<file path="config.mk">
export PLATFORM = sky130hd
export DESIGN_NAME = nist_test_sequencer
export DESIGN_NICKNAME = d
export VERILOG_FILES = /design/src/rtl/nist_test_sequencer.sv
export SDC_FILE = /design/constraint.sdc
export NUM_CORES = 1
export LEC_CHECK = 0
export ABC_AREA = 1
export CAP_MARGIN = 30
export CORE_ASPECT_RATIO = 1.25
export CORE_MARGIN = 2
export CORE_UTILIZATION = 55
export DETAILED_ROUTE_END_ITERATION = 7
export PLACE_DENSITY = 0.79
export SYNTH_ARGS = -nofsm -noshare
export SYNTH_HDL_FRONTEND = slang
export SYNTH_SLANG_ARGS = --single-unit
export TNS_END_PERCENT = 10
</file>
<file path="constraint.sdc">
create_clock -name clk -period 1.8 [get_ports clk]
set_input_delay 0.54 -clock clk [delete_from_list [all_inputs] [get_ports clk]]
set_output_delay 0.54 -clock clk [all_outputs]
set_load 0.01 [all_outputs]
</file>
<file path="src/rtl/nist_test_sequencer.sv">
// Run-control for a bank of on-chip randomness test engines: streams entropy bits
// in fixed windows, samples the engines' pass flags and issues per-engine verdicts.
module nist_test_sequencer #(
  parameter int NUM_ENG     = 4,
  parameter int WINDOW      = 1032000,
  parameter int SETTLE      = 2,
  parameter int RST_CYC     = 2,
  parameter int RUNS        = 8,
  parameter int PASS_MIN    = 7,
  parameter int MAX_RESTART = 3,
  parameter int CNT_W       = 21,
  parameter int RUN_W       = 4
) (
  input  logic                     clk,
  input  logic                     rst,
  input  logic                     start,
  input  logic                     abort,
  input  logic                     rand_in,
  input  logic                     rand_valid,
  output logic                     eng_rst,
  output logic                     eng_rand,
  input  logic [NUM_ENG-1:0]       eng_pass,
  output logic                     busy,
  output logic                     done,
  output logic                     err,
  output logic [NUM_ENG-1:0]       verdict,
  output logic [NUM_ENG*RUN_W-1:0] pass_cnt,
  output logic [7:0]               gap_cnt
);

  localparam logic [2:0] S_IDLE   = 3'd0;
  localparam logic [2:0] S_ERST   = 3'd1;
  localparam logic [2:0] S_STREAM = 3'd2;
  localparam logic [2:0] S_SETTLE = 3'd3;
  localparam logic [2:0] S_SAMPLE = 3'd4;

  localparam logic [CNT_W-1:0] WIN_LAST = CNT_W'(WINDOW - 1);
  localparam logic [CNT_W-1:0] RST_LAST = CNT_W'(RST_CYC - 1);
  localparam logic [CNT_W-1:0] SET_LAST = CNT_W'(SETTLE - 1);
  localparam logic [CNT_W-1:0] CNT_ONE  = CNT_W'(1);

  localparam logic [RUN_W-1:0] RUNS_V     = RUN_W'(RUNS);
  localparam logic [RUN_W-1:0] PASS_MIN_V = RUN_W'(PASS_MIN);
  localparam logic [RUN_W-1:0] RUN_ONE    = RUN_W'(1);

  // Restart counter only has to reach MAX_RESTART+1, the value that aborts the campaign.
  localparam int               RS_W   = $clog2(MAX_RESTART + 2);
  localparam logic [RS_W-1:0]  RS_MAX = RS_W'(MAX_RESTART);
  localparam logic [RS_W-1:0]  RS_ONE = RS_W'(1);

  logic [2:0]        state;
  logic [CNT_W-1:0]  cnt;
  logic [RUN_W-1:0]  run;
  logic [RS_W-1:0]   restart;
  logic [RUN_W-1:0]  pass_r  [NUM_ENG];
  logic [RUN_W-1:0]  pass_nx [NUM_ENG];
  logic [NUM_ENG-1:0] verdict_nx;
  logic [RUN_W-1:0]  run_inc;
  logic [RS_W-1:0]   restart_inc;

  assign run_inc     = run + RUN_ONE;
  assign restart_inc = restart + RS_ONE;

  assign eng_rst  = (state == S_IDLE) || (state == S_ERST);
  assign eng_rand = (state == S_STREAM) ? rand_in : 1'b0;
  assign busy     = (state != S_IDLE);

  // Verdict is taken from the counts as they will stand after the final sample.
  always_comb begin
    for (int i = 0; i < NUM_ENG; i++) begin
      pass_nx[i]    = pass_r[i] + RUN_W'(eng_pass[i]);
      verdict_nx[i] = (pass_nx[i] >= PASS_MIN_V);
    end
  end

  for (genvar g = 0; g < NUM_ENG; g++) begin : g_pack
    assign pass_cnt[g*RUN_W +: RUN_W] = pass_r[g];
  end

  always_ff @(posedge clk) begin
    if (rst) begin
      state   <= S_IDLE;
      cnt     <= '0;
      run     <= '0;
      restart <= '0;
      done    <= 1'b0;
      err     <= 1'b0;
      verdict <= '0;
      gap_cnt <= '0;
      for (int i = 0; i < NUM_ENG; i++) pass_r[i] <= '0;
    end else begin
      done <= 1'b0;
      if (state != S_IDLE && abort) begin
        state <= S_IDLE;
        cnt   <= '0;
      end else begin
        case (state)
          S_IDLE: begin
            if (start && !abort) begin
              state   <= S_ERST;
              cnt     <= '0;
              run     <= '0;
              restart <= '0;
              err     <= 1'b0;
              verdict <= '0;
              gap_cnt <= '0;
              for (int i = 0; i < NUM_ENG; i++) pass_r[i] <= '0;
            end
          end
          S_ERST: begin
            if (cnt == RST_LAST) begin
              cnt   <= '0;
              state <= S_STREAM;
            end else begin
              cnt <= cnt + CNT_ONE;
            end
          end
          S_STREAM: begin
            // A missing bit corrupts the engines' window, so the window is thrown away.
            if (!rand_valid) begin
              if (gap_cnt != 8'hFF) gap_cnt <= gap_cnt + 8'd1;
              restart <= restart_inc;
              cnt     <= '0;
              if (restart_inc > RS_MAX) begin
                done  <= 1'b1;
                err   <= 1'b1;
                state <= S_IDLE;
              end else begin
                state <= S_ERST;
              end
            end else if (cnt == WIN_LAST) begin
              cnt   <= '0;
              state <= S_SETTLE;
            end else begin
              cnt <= cnt + CNT_ONE;
            end
          end
          S_SETTLE: begin
            if (cnt == SET_LAST) begin
              cnt   <= '0;
              state <= S_SAMPLE;
            end else begin
              cnt <= cnt + CNT_ONE;
            end
          end
          S_SAMPLE: begin
            for (int i = 0; i < NUM_ENG; i++) pass_r[i] <= pass_nx[i];
            run <= run_inc;
            if (run_inc == RUNS_V) begin
              verdict <= verdict_nx;
              done    <= 1'b1;
              state   <= S_IDLE;
            end else begin
              state <= S_ERST;
            end
          end
          default: state <= S_IDLE;
        endcase
      end
    end
  end

endmodule

</file>
==> impl_results.md, run 1 <==
* H-tree depth at 3
* Number of synthesized flops with an enable pin at 12
* Core Box Area at about 6000 sq um
* Iter 0 DRT Violations at between 100 and 150
* Number of antenna violations at the first check in global routing at 0
* Ports at 43
* Vias in the first global route at about 3200
* Worst Skew at between 6 and 7 ps
* Worst setup path startpoint: start
* Fmax at about 0.57 GHz
* Post-CTS setup buffer count at 0
* CP max FO at 4
* First-pass GRT wire length at 13700 microns
* R2r setup slk at around 80 ps
* WHS at about 470 ps
* RePlAce Congestion at 0.850
* Post-Synthesis Cell Area at 3380 sq um
* Synth Area in Simple Gates at between 30% and 40%
* Share of layout cells above drive strength 1 at 15.8%
* Adder-cell area share of the yosys netlist at a little over 5%
* Status: finished clean
* Total CTS buffers at 9
* CTS root buf: clkbuf_8
* Syn Inst Count at about 470
* Worst-path cell chain: clkdlybuf4s50_1 -> inv_1 -> a21oi_1 -> buf_4 -> nand2_1 -> inv_1 -> nand2_1 -> nand2_1 -> a21oi_1
* Worst ir drop on vdd at between 0.6 and 0.7 mV
* End of the critical path: verdict[1]$_SDFFE_PP0P_
* Post-DP HPWL at ~6000 microns
* Final WL at around 8000 microns
* Clock-pin slew on the worst setup and hold paths at 60 ps
* Register area at roughly 1300 sq um
* Path depth of the worst reg2reg path at 11
* Synthesized Nets at between 400 and 500
* DR vias at roughly 3300
* Grt total ovfl at 0
* CP required at approximately 2000 ps
* Xor and xnor area share after synthesis at around 4.7%
* Cell repeated most along the worst path: nand2_1
* Core Util, Final at between 70% and 80%
* GRT Total Usage at about 26%
* Ys async rst share at 0%
* CTS tree: built
* Setup TNS at 0 ps
* Post-synthesis compound-gate area fraction at approximately 8.5%
* Count of cell types in the netlist at 35
* Die area at approximately 6800 sq um
* Largest family of logic cells by synthesized area: simple AND/OR/NAND/NOR gates
* Clock sink count at 61
* Worst EP arrival at 1980 ps
* Multi-input gate area at between 1500 and 2000 sq um
* Measured slew at the worst slew-check pin at between 400 and 500 ps
* Highest-delay cell along the critical path: clkdlybuf4s50_1
* # setup viols final at 0
* Die X at 74.1 microns
* Register area share after synthesis at 39.7%
* P&R area growth vs syn at 31.1%
* Clk_lat worst skew at 340 ps
* Post-DRT Antenna Nets at 0
* Count of input and output buffers at 42
* Wire per inst at roughly 13 microns
* LEAKAGE at 0.00207 uW
* Startpoint types: input pin
* Final Hold Fails at 0
* Synth Flop Type: dfxtp_1
* Drt first pass iters at 4
* Commonest cells after routing, fill and taps aside: nand2_1 (130), nor2_1 (61), inv_1 (52)
* Hold Path Class: register to register
* Slowest stage delay, CP at roughly 520 ps
* Post-route DRC at 0
* Synth Area per Inst at 7.14 sq um
* Warnings, synthesis at 0
* PnR worst setup slack at around 35 ps
* RSZ-0062 raised after global routing: true
* Die Ht at 91.7 microns
* Relative slew slack at between 60% and 70%
* Post-synthesis mux area share at 0%
* Ant diodes at 0
* Pin count of the biggest net entering global routing at 17
* Fillers at ~450
* Kind of critical path: input pin to register
* Count of final max-slew check failures at 0
* Nets at around 600
* Post-route minimum period at between 1500 and 2000 ps
* Initial core utilization at between 50 and 60%
* Longest Clk Path Bufs at 2
* DP Worst Slack at -427 ps
* Power per Cell Area at roughly 730 nW/um^2
* Row count at 31
* Tcrit/Tclk final at a little over nine tenths
* Worst r2r dst: verdict[1]$_SDFFE_PP0P_
* Post-synthesis register bit count at 61
* Type of destination of the critical path: register
* Vias per inst at a little over 5
* Max-cap viol count at 0
* Commonest non-fill, non-tap cell in the layout: nand2_1
* Reg2reg start: state[1]$_SDFFE_PP0P_
==> synthesized netlist by cell type, types with 2 or more instances <==
cell type	instances	area, sq um
a21oi_1	33	165
a2bb2oi_1	2	17.5
buf_2	3	15.0
clkbuf_1	2	7.51
dfxtp_1	49	981
edfxtp_1	12	360
ha_1	14	175
inv_1	52	195
inv_2	3	11.3
nand2_1	132	495
nand2_2	6	37.5
nand3_1	31	155
nand4_1	10	62.6
nor2_1	65	244
nor2_2	3	18.8
nor2_4	4	45.0
nor3_1	8	40.0
nor3b_1	2	15.0
o21ai_0	7	35.0
o21bai_1	2	15.0
o31ai_1	4	30.0
xnor2_1	8	70.1
xor2_1	10	87.6
==> how the worst min path moves through the flow <==
stage                            startpoint                 endpoint  cells past startpoint
finish                  run[3]$_SDFFE_PP0P_      run[3]$_SDFFE_PP0P_                      2
global route            run[3]$_SDFFE_PP0P_      run[3]$_SDFFE_PP0P_                      2
CTS                     run[3]$_SDFFE_PP0P_      run[3]$_SDFFE_PP0P_                      2
detailed placement      run[3]$_SDFFE_PP0P_      run[3]$_SDFFE_PP0P_                      2
global placement    verdict[3]$_SDFFE_PP0P_  verdict[3]$_SDFFE_PP0P_                      2
floorplan               run[3]$_SDFFE_PP0P_      run[3]$_SDFFE_PP0P_                      2
==> repair_timing <==
item / 4_1_cts / 5_1_grt
gates cloned: 0 / 0
pin swaps: 0 / 1
hold buffers: 0 / 0
gates resized for setup: 31 / 20
setup endpoints to repair: 21 / 45
==> worst max-delay path: cells and delay by family <==
kind            cells  cell delay [ps]
buf+inv             4              820
simple gates        3              330
compound gates      2              290
==> kinds of logic (layout without fill, tap and decap cells) <==
kind of cell	Yosys count	count (layout)
and+or+nand+nor	268	268
DFF	61	61
adders and majority gates	14	14
xor gates and xnor gates	18	18
buffers and inverters	62	156
AOI/OAI and AO/OA	51	51
==> flip-flops by register name, summed over array words and instances (netlist names) <==
| signal | cells |
|---|---|
| restart | 3 |
| verdict | 4 |
| cnt | 21 |
| state | 3 |
| pass_r | 16 |
| run | 4 |
| gap_cnt | 8 |
| done | 1 |
| err | 1 |
==> area by class of cell <==
| class | count | share of cell area (%) |
|---|---|---|
| inverter | 55 | 4.66 |
| sequential | 61 | 30.4 |
| clock inverter | 2 | 0.226 |
| timing repair buffer | 85 | 17.3 |
| tap | 82 | 2.31 |
| multi-input combinational | 351 | 41.4 |
| clock buffer | 14 | 3.67 |
==> per-stage QoR <==
stage / instances / area (sq um) / total power (uW)
finish: 650 / 4430 / 3220
global route: 650 / 4430 / 3370
CTS: 650 / 4390 / 3240
detailed placement: 634 / 4230 / 2160
global placement: 634 / 4230 / 2150
floorplan: 474 / 3380 / 1840
==> report_power, final <==
part	leakage (uW)	internal [uW]	total, uW	switching, uW
sequential	0.000527	1450	1490	40.0
clock	0.0000905	572	1090	514
combinational	0.00145	282	642	360
total	0.00207	2300	3220	914
==> layer usage <==
layer	global-route usage [%]	wire, microns	vias up
met5	0	0	-
met3	4.84	327	24
met2	47.6	4340	79
li1	-	-	1708
met4	12.0	268	0
met1	27.1	3210	1516
No activity file was read; power rests on OpenSTA's default activity.
==> inputs of run 2 (changes only) <==
- SKIP_LAST_GASP: unset -> 1
==> impl_results.md, run 2 (synthesis results as in run 1) <==
* Relative slew slack at 68.1% (was 68.3%)
* Number of antenna violations at the first check in global routing at 0 (unchanged)
* Iter 0 DRT Violations at 167 (was 139)
* Clock Power Share at 33.7% (was 33.8%)
* CP Buf/Inv Count at 1 (was 4)
* Part of the power in registers at 46.2% (was 46.3%)
* Switch Pwr at 906 uW (was 914 uW)
* Type of destination of the critical path: output pin (was register)
* Core Box Area at 5860 sq um (unchanged)
* LEAKAGE at 0.00195 uW (was 0.00207 uW)
* Row count at 31 (unchanged)
* Kind of critical path: register to output pin (was input pin to register)
* Tcrit/Tclk final at 102% (was 98.1%)
* Cell-internal power at 2320 uW (was 2300 uW)
* Post-route minimum period at 1840 ps (was 1770 ps)
* Post-CTS setup buffer count at 0 (unchanged)
* RePlAce Congestion at 0.850 (unchanged)
* Final Hold Fails at 0 (unchanged)
* Final WL at 8060 microns (was 8150 microns)
* Count of input and output buffers at 42 (unchanged)
* RSZ-0062 raised after global routing: true (unchanged)
* Share of layout cells above drive strength 1 at 15.0% (was 15.8%)
* Power per Cell Area at 730 nW/um^2 (was 726 nW/um^2)
* Grt total ovfl at 0 (unchanged)
* Biggest registers after layout: cnt: 21 flops, pass_r: 16 flops, gap_cnt: 8 flops (unchanged)
* Vias per inst at 5.14 (was 5.12)
* Measured slew at the worst slew-check pin at 475 ps (was 471 ps)
* Count of final max-slew check failures at 0 (unchanged)
* CP required at 1260 ps (was 2020 ps)
* Highest-delay cell along the critical path: clkdlybuf4s50_1 (unchanged)
* Initial core utilization at 57.7% (unchanged)
* Ant diodes at 0 (unchanged)
* DR vias at 3339 (was 3327)
* Fmax at 0.544 GHz (was 0.566 GHz)
* Post-route DRC at 0 (unchanged)
* Post-DRT Antenna Nets at 0 (unchanged)
* Worst ir drop on vdd at 0.611 mV (was 0.617 mV)
* Post-DP HPWL at 6010 microns (unchanged)
* Most flop-heavy register: cnt (unchanged)
* Worst Skew at 6.07 ps (was 6.53 ps)
* Slowest stage delay, CP at 560 ps (was 520 ps)
* Max-cap viol count at 0 (unchanged)
* Pin count of the biggest net entering global routing at 17 (unchanged)
* Fillers at 448 (was 447)
* Clock-pin slew on the worst setup and hold paths at 60 ps (about the same)
* Startpoint types: register (was input pin)
* Commonest cells after routing, fill and taps aside: nand2_1 (132), nor2_1 (64), inv_1 (52) (was nand2_1 (130), nor2_1 (61), inv_1 (52))
* Failing checks: setup timing
* Max FFs per register at 21 (unchanged)
* Drt first pass iters at 4 (unchanged)
* Vias in the first global route at 3232 (was 3234)
* Hold Path Class: register to register (unchanged)
* Die X at 74.1 microns (unchanged)
* CTS tree: built (unchanged)
* Top delay family on crit path: buffers and inverters (unchanged)
* Clk_lat worst skew at 340 ps (about the same)
* DP Worst Slack at -427 ps (unchanged)
* P&R area growth vs syn at 30.8% (was 31.1%)
* Nets at 587 (unchanged)
* H-tree depth at 3 (unchanged)
* First-pass GRT wire length at 13700 microns (about the same)
* Non-filler cells, final at 650 (unchanged)
* Worst-path cell chain: clkdlybuf4s50_1 (was clkdlybuf4s50_1 -> inv_1 -> a21oi_1 -> buf_4 -> nand2_1 -> inv_1 -> nand2_1 -> nand2_1 -> a21oi_1)
* Die area at 6800 sq um (unchanged)
* Longest Clk Path Bufs at 2 (unchanged)
* Worst EP arrival at 1300 ps (was 1980 ps)
* Commonest non-fill, non-tap cell in the layout: nand2_1 (unchanged)
* CTS root buf: clkbuf_8 (unchanged)
* Status: finished, violations left (was finished clean)
* PnR worst setup slack at -38.5 ps (was 34.6 ps)
* Total CTS buffers at 9 (unchanged)
* Placed Cells at 634 (unchanged)
* Wire per inst at 12.4 microns (was 12.5 microns)
* Fraction of power spent switching nets at 28.1% (was 28.4%)
* Ports at 43 (unchanged)
* # setup viols final at 10 (was 0)
* CP max FO at 4 (unchanged)
* GRT Total Usage at 25.8% (about the same)
* Logic pwr share at 20.1% (was 20.0%)
* Die Ht at 91.7 microns (unchanged)
* Clock sink count at 61 (unchanged)
run 2: cell count changes in the layout (fill, tap and decap cells not counted), moves of 2 or more:
cell	before	now
dlygate4sd2_1	18	1
dlymetal6s2s_1	7	3
nor2_1	61	64
nand2_1	130	132
buf_2	2	0
nand2_4	3	1
clkdlybuf4s50_1	15	36
nor2_2	4	2
run 2: final cells by class:
cell class	instances	area, sq um	area share, %
timing repair buffer	85	783	17.7
inverter	55	206	4.67
sequential	61	1350	30.5
multi-input combinational	351	1810	40.9
tap	82	103	2.32
clock inverter	2	10.0	0.226
clock buffer	14	163	3.68
run 2: repair_timing:
action                     4_1_cts  5_1_grt
resized for setup               10        9
setup endpoints to repair       21       62
hold buffers                     0        0
run 2: worst min-delay path, delay by kind of cell, from the launching register on:
kind | cells | cell delay (ps)
flip-flops | 1 | 320
AND/OR/NAND/NOR | 1 | 60
AO/OA/AOI/OAI | 1 | 50
run 2: worst paths after layout:
path / start / to / slack, ps / cells past startpoint
hold reg to reg: run[3]$_SDFFE_PP0P_ / run[3]$_SDFFE_PP0P_ / 480 / 2
setup reg to reg: state[0]$_SDFFE_PP0P_ / gap_cnt[2]$_SDFFE_PP0P_ / 70 / 12
hold / removal: run[3]$_SDFFE_PP0P_ / run[3]$_SDFFE_PP0P_ / 480 / 2
setup / recovery: gap_cnt[7]$_SDFFE_PP0P_ / gap_cnt[7] / -40 / 1
run 2: power groups by stage:
stage / sequential (uW) / combinational, uW / clock [uW]
detailed placement: 1520 / 642 / 0
floorplan: 1530 / 307 / 0
CTS: 1490 / 649 / 1120
global placement: 1520 / 629 / 0
finish: 1490 / 650 / 1090
global route: 1500 / 713 / 1160
run 2: metal layers:
layer	up-vias	share of wire (%)	GRT usage [%]
met2	77	54	47.6
met5	-	0	0
met4	0	2.6	12.0
met1	1536	40	27.0
li1	1706	-	-
met3	20	3.5	4.84
run 2: through the flow:
step / hold WS (ps) / area [sq um] / setup TNS (ps) / total power [uW] / util, %
final: 475 / 4420 / -195 / 3230 / 75.5
after global routing: 501 / 4420 / -1840 / 3370 / 75.5
after CTS: 479 / 4410 / -791 / 3260 / 75.3
after detailed placement: 469 / 4230 / -13450 / 2160 / 72.2
after global placement: 449 / 4230 / -11000 / 2150 / 72.2
after floorplan: 453 / 3380 / 0 / 1840 / -
==> edit, RTL diff (settings of run 2) <==
Reset style: asynchronous (`rst`), changed in one clocked block.
--- a/src/rtl/nist_test_sequencer.sv
+++ b/src/rtl/nist_test_sequencer.sv
@@ -77,7 +77,7 @@
     assign pass_cnt[g*RUN_W +: RUN_W] = pass_r[g];
   end
 
-  always_ff @(posedge clk) begin
+  always_ff @(posedge clk or posedge rst) begin
     if (rst) begin
       state   <= S_IDLE;
       cnt     <= '0;
Formal check against the unedited RTL: differs if rst is asserted again (counterexample within 4 cycles, from zero or initial values and one cycle with rst high); with rst held inactive, the same outputs for 10 cycles.
==> edit against run 2 <==
  * Largest cell class unchanged
  * The run still ends with setup timing left
  * Hold slack better by 0.022 ns
  * Area after synthesis up 5.8%
  * Sequential cell count unchanged
  * Wire length up 4.1%
  * Final area up 5.6%
  * Die area up 5.6%
  * Critical endpoint is now pass_cnt[6]
  * Setup slack worse by 0.018 ns
  * Cell count down 4.2%
  * Count of clock-buffer cells in the layout down 3
  * Fmax down 0.99%
  * Synthesized cell count down 8.0%
Power is not compared: it rests on default switching activity, and its combinational part moved more than twofold at a synthesized area within 25%.
==> edit: results (changes against run 2) <==
[timing]
slew_headroom_pct=78.7  ; was 68.1%
tns_ns=-0.502  ; was -0.195 ns
finClkSkew_ns=0.00547  ; was 0.00607 ns
setup_violations=19  ; was 10
setup_slack_ns=-0.0568  ; was -0.0385 ns

[global_routing]
gr-usage-met3_pct=2.88  ; was 4.84%
grt.total_usage_pct=24.6  ; was 25.8%
grt_max_degree=62  ; was 17
met2_usage_pct=45.6  ; was 47.6%
grt_pass1_vias=3246  ; was 3232
grt_pass1_wl_mm=13.9  ; was 13.7 mm
met1_usage_pct=26.1  ; was 27.0%

[placement]
place_worst_setup_slack_ns=-0.413  ; was -0.427 ns
gp_congestion=0.934  ; was 0.850
place_area_sq_um=4310  ; was 4230 sq um
hpwl_mm=5.80  ; was 6.01 mm

[detailed_routing]
drt-met1-wl_mm=3.38  ; was 3.20 mm
dr_wl_met2_mm=4.43  ; was 4.37 mm
vias_per_cell=5.24  ; was 5.14
drt-initial-drc-count=99  ; was 167

[outcome]
violations=setup timing  ; unchanged
status=finished, violations left  ; unchanged

[synthesis]
synth_cell_types=32  ; was 35
synth_compound_area_share_pct=8.46  ; was 8.47%
synthAdderAreaFrac_pct=4.89  ; was 5.18%
ys_seq_area_share_pct=42.6  ; was 39.7%
syn_nets=460  ; was 498
synth_xor_area_share_pct=6.36  ; was 4.66%
async_flop_share_pct=100  ; was 0%
ys.flop_type=dfrtp_1  ; was dfxtp_1
yosys-top-cells-count=nand2_1, dfrtp_1, nor2_1  ; was nand2_1, nor2_1, inv_1

[worst_setup_path]
cp.arrival_ns=1.32  ; was 1.30 ns

[cts]
cts_post_setup_buffers_inserted=6  ; was 0
ctsResizeCount=15  ; was 10

[finish]
layout-drive-gt1-share_pct=20.6  ; was 15.0%
nets=557  ; was 587
fillCellCount=502  ; was 448
final_cells=623  ; was 650

[power_and_ir_drop]
intPower_mw=2.93

==> edit: final timing paths <==
check / from / to / slack (ns) / cells after the start
max in group asynchronous: rst / gap_cnt[3] / 0.90 / 3
max: pass_cnt[6] / pass_cnt[6] / -0.06 / 1
max reg2reg: state[1] / run[2] / 0.04 / 11
min reg2reg: verdict[3] / verdict[3] / 0.50 / 2
min in group asynchronous: rst / cnt[8] / 0.63 / 3
min: verdict[3] / verdict[3] / 0.50 / 2
==> edit: area by class of cell <==
type | instances | area share [%]
clock buffer | 11 | 3.03
clock inverter | 5 | 1.07
inverter | 48 | 4.26
multi-input combinational | 322 | 39.1
sequential | 61 | 32.7
tap | 85 | 2.28
timing repair buffer | 91 | 17.5
==> edit: per-stage QoR <==
| stage | power (mW) | hold WS [ns] | utilization (%) |
|---|---|---|---|
| after detailed placement | 3.26 | 0.484 | 69.0 |
| after global routing | 4.84 | 0.519 | 74.8 |
| after global placement | 3.22 | 0.489 | 69.0 |
| after CTS | 4.49 | 0.501 | 72.6 |
| after floorplan | 2.61 | 0.492 | - |
| final | 4.59 | 0.497 | 74.8 |
==> edit: kinds of logic after synthesis <==
family | Yosys count
AOI/OAI and AO/OA | 48
adders and majority gates | 14
and+or+nand+nor | 234
DFF | 61
buffers and inverters | 53
xor gates and xnor gates | 26
==> edit: power groups by stage <==
stage               logic, mW  registers, mW  clock network, mW
floorplan                1.03           1.58                  0
global placement         1.65           1.57                  0
detailed placement       1.68           1.57                  0
CTS                      1.72           1.55               1.22
global route             2.02           1.55               1.27
finish                   1.86           1.54               1.20
==> edit: worst min-delay path, delay by kind of cell, from the launching register on <==
kind             cells  cell delay [ns]
DFF                  1             0.36
and+or+nand+nor      2             0.11
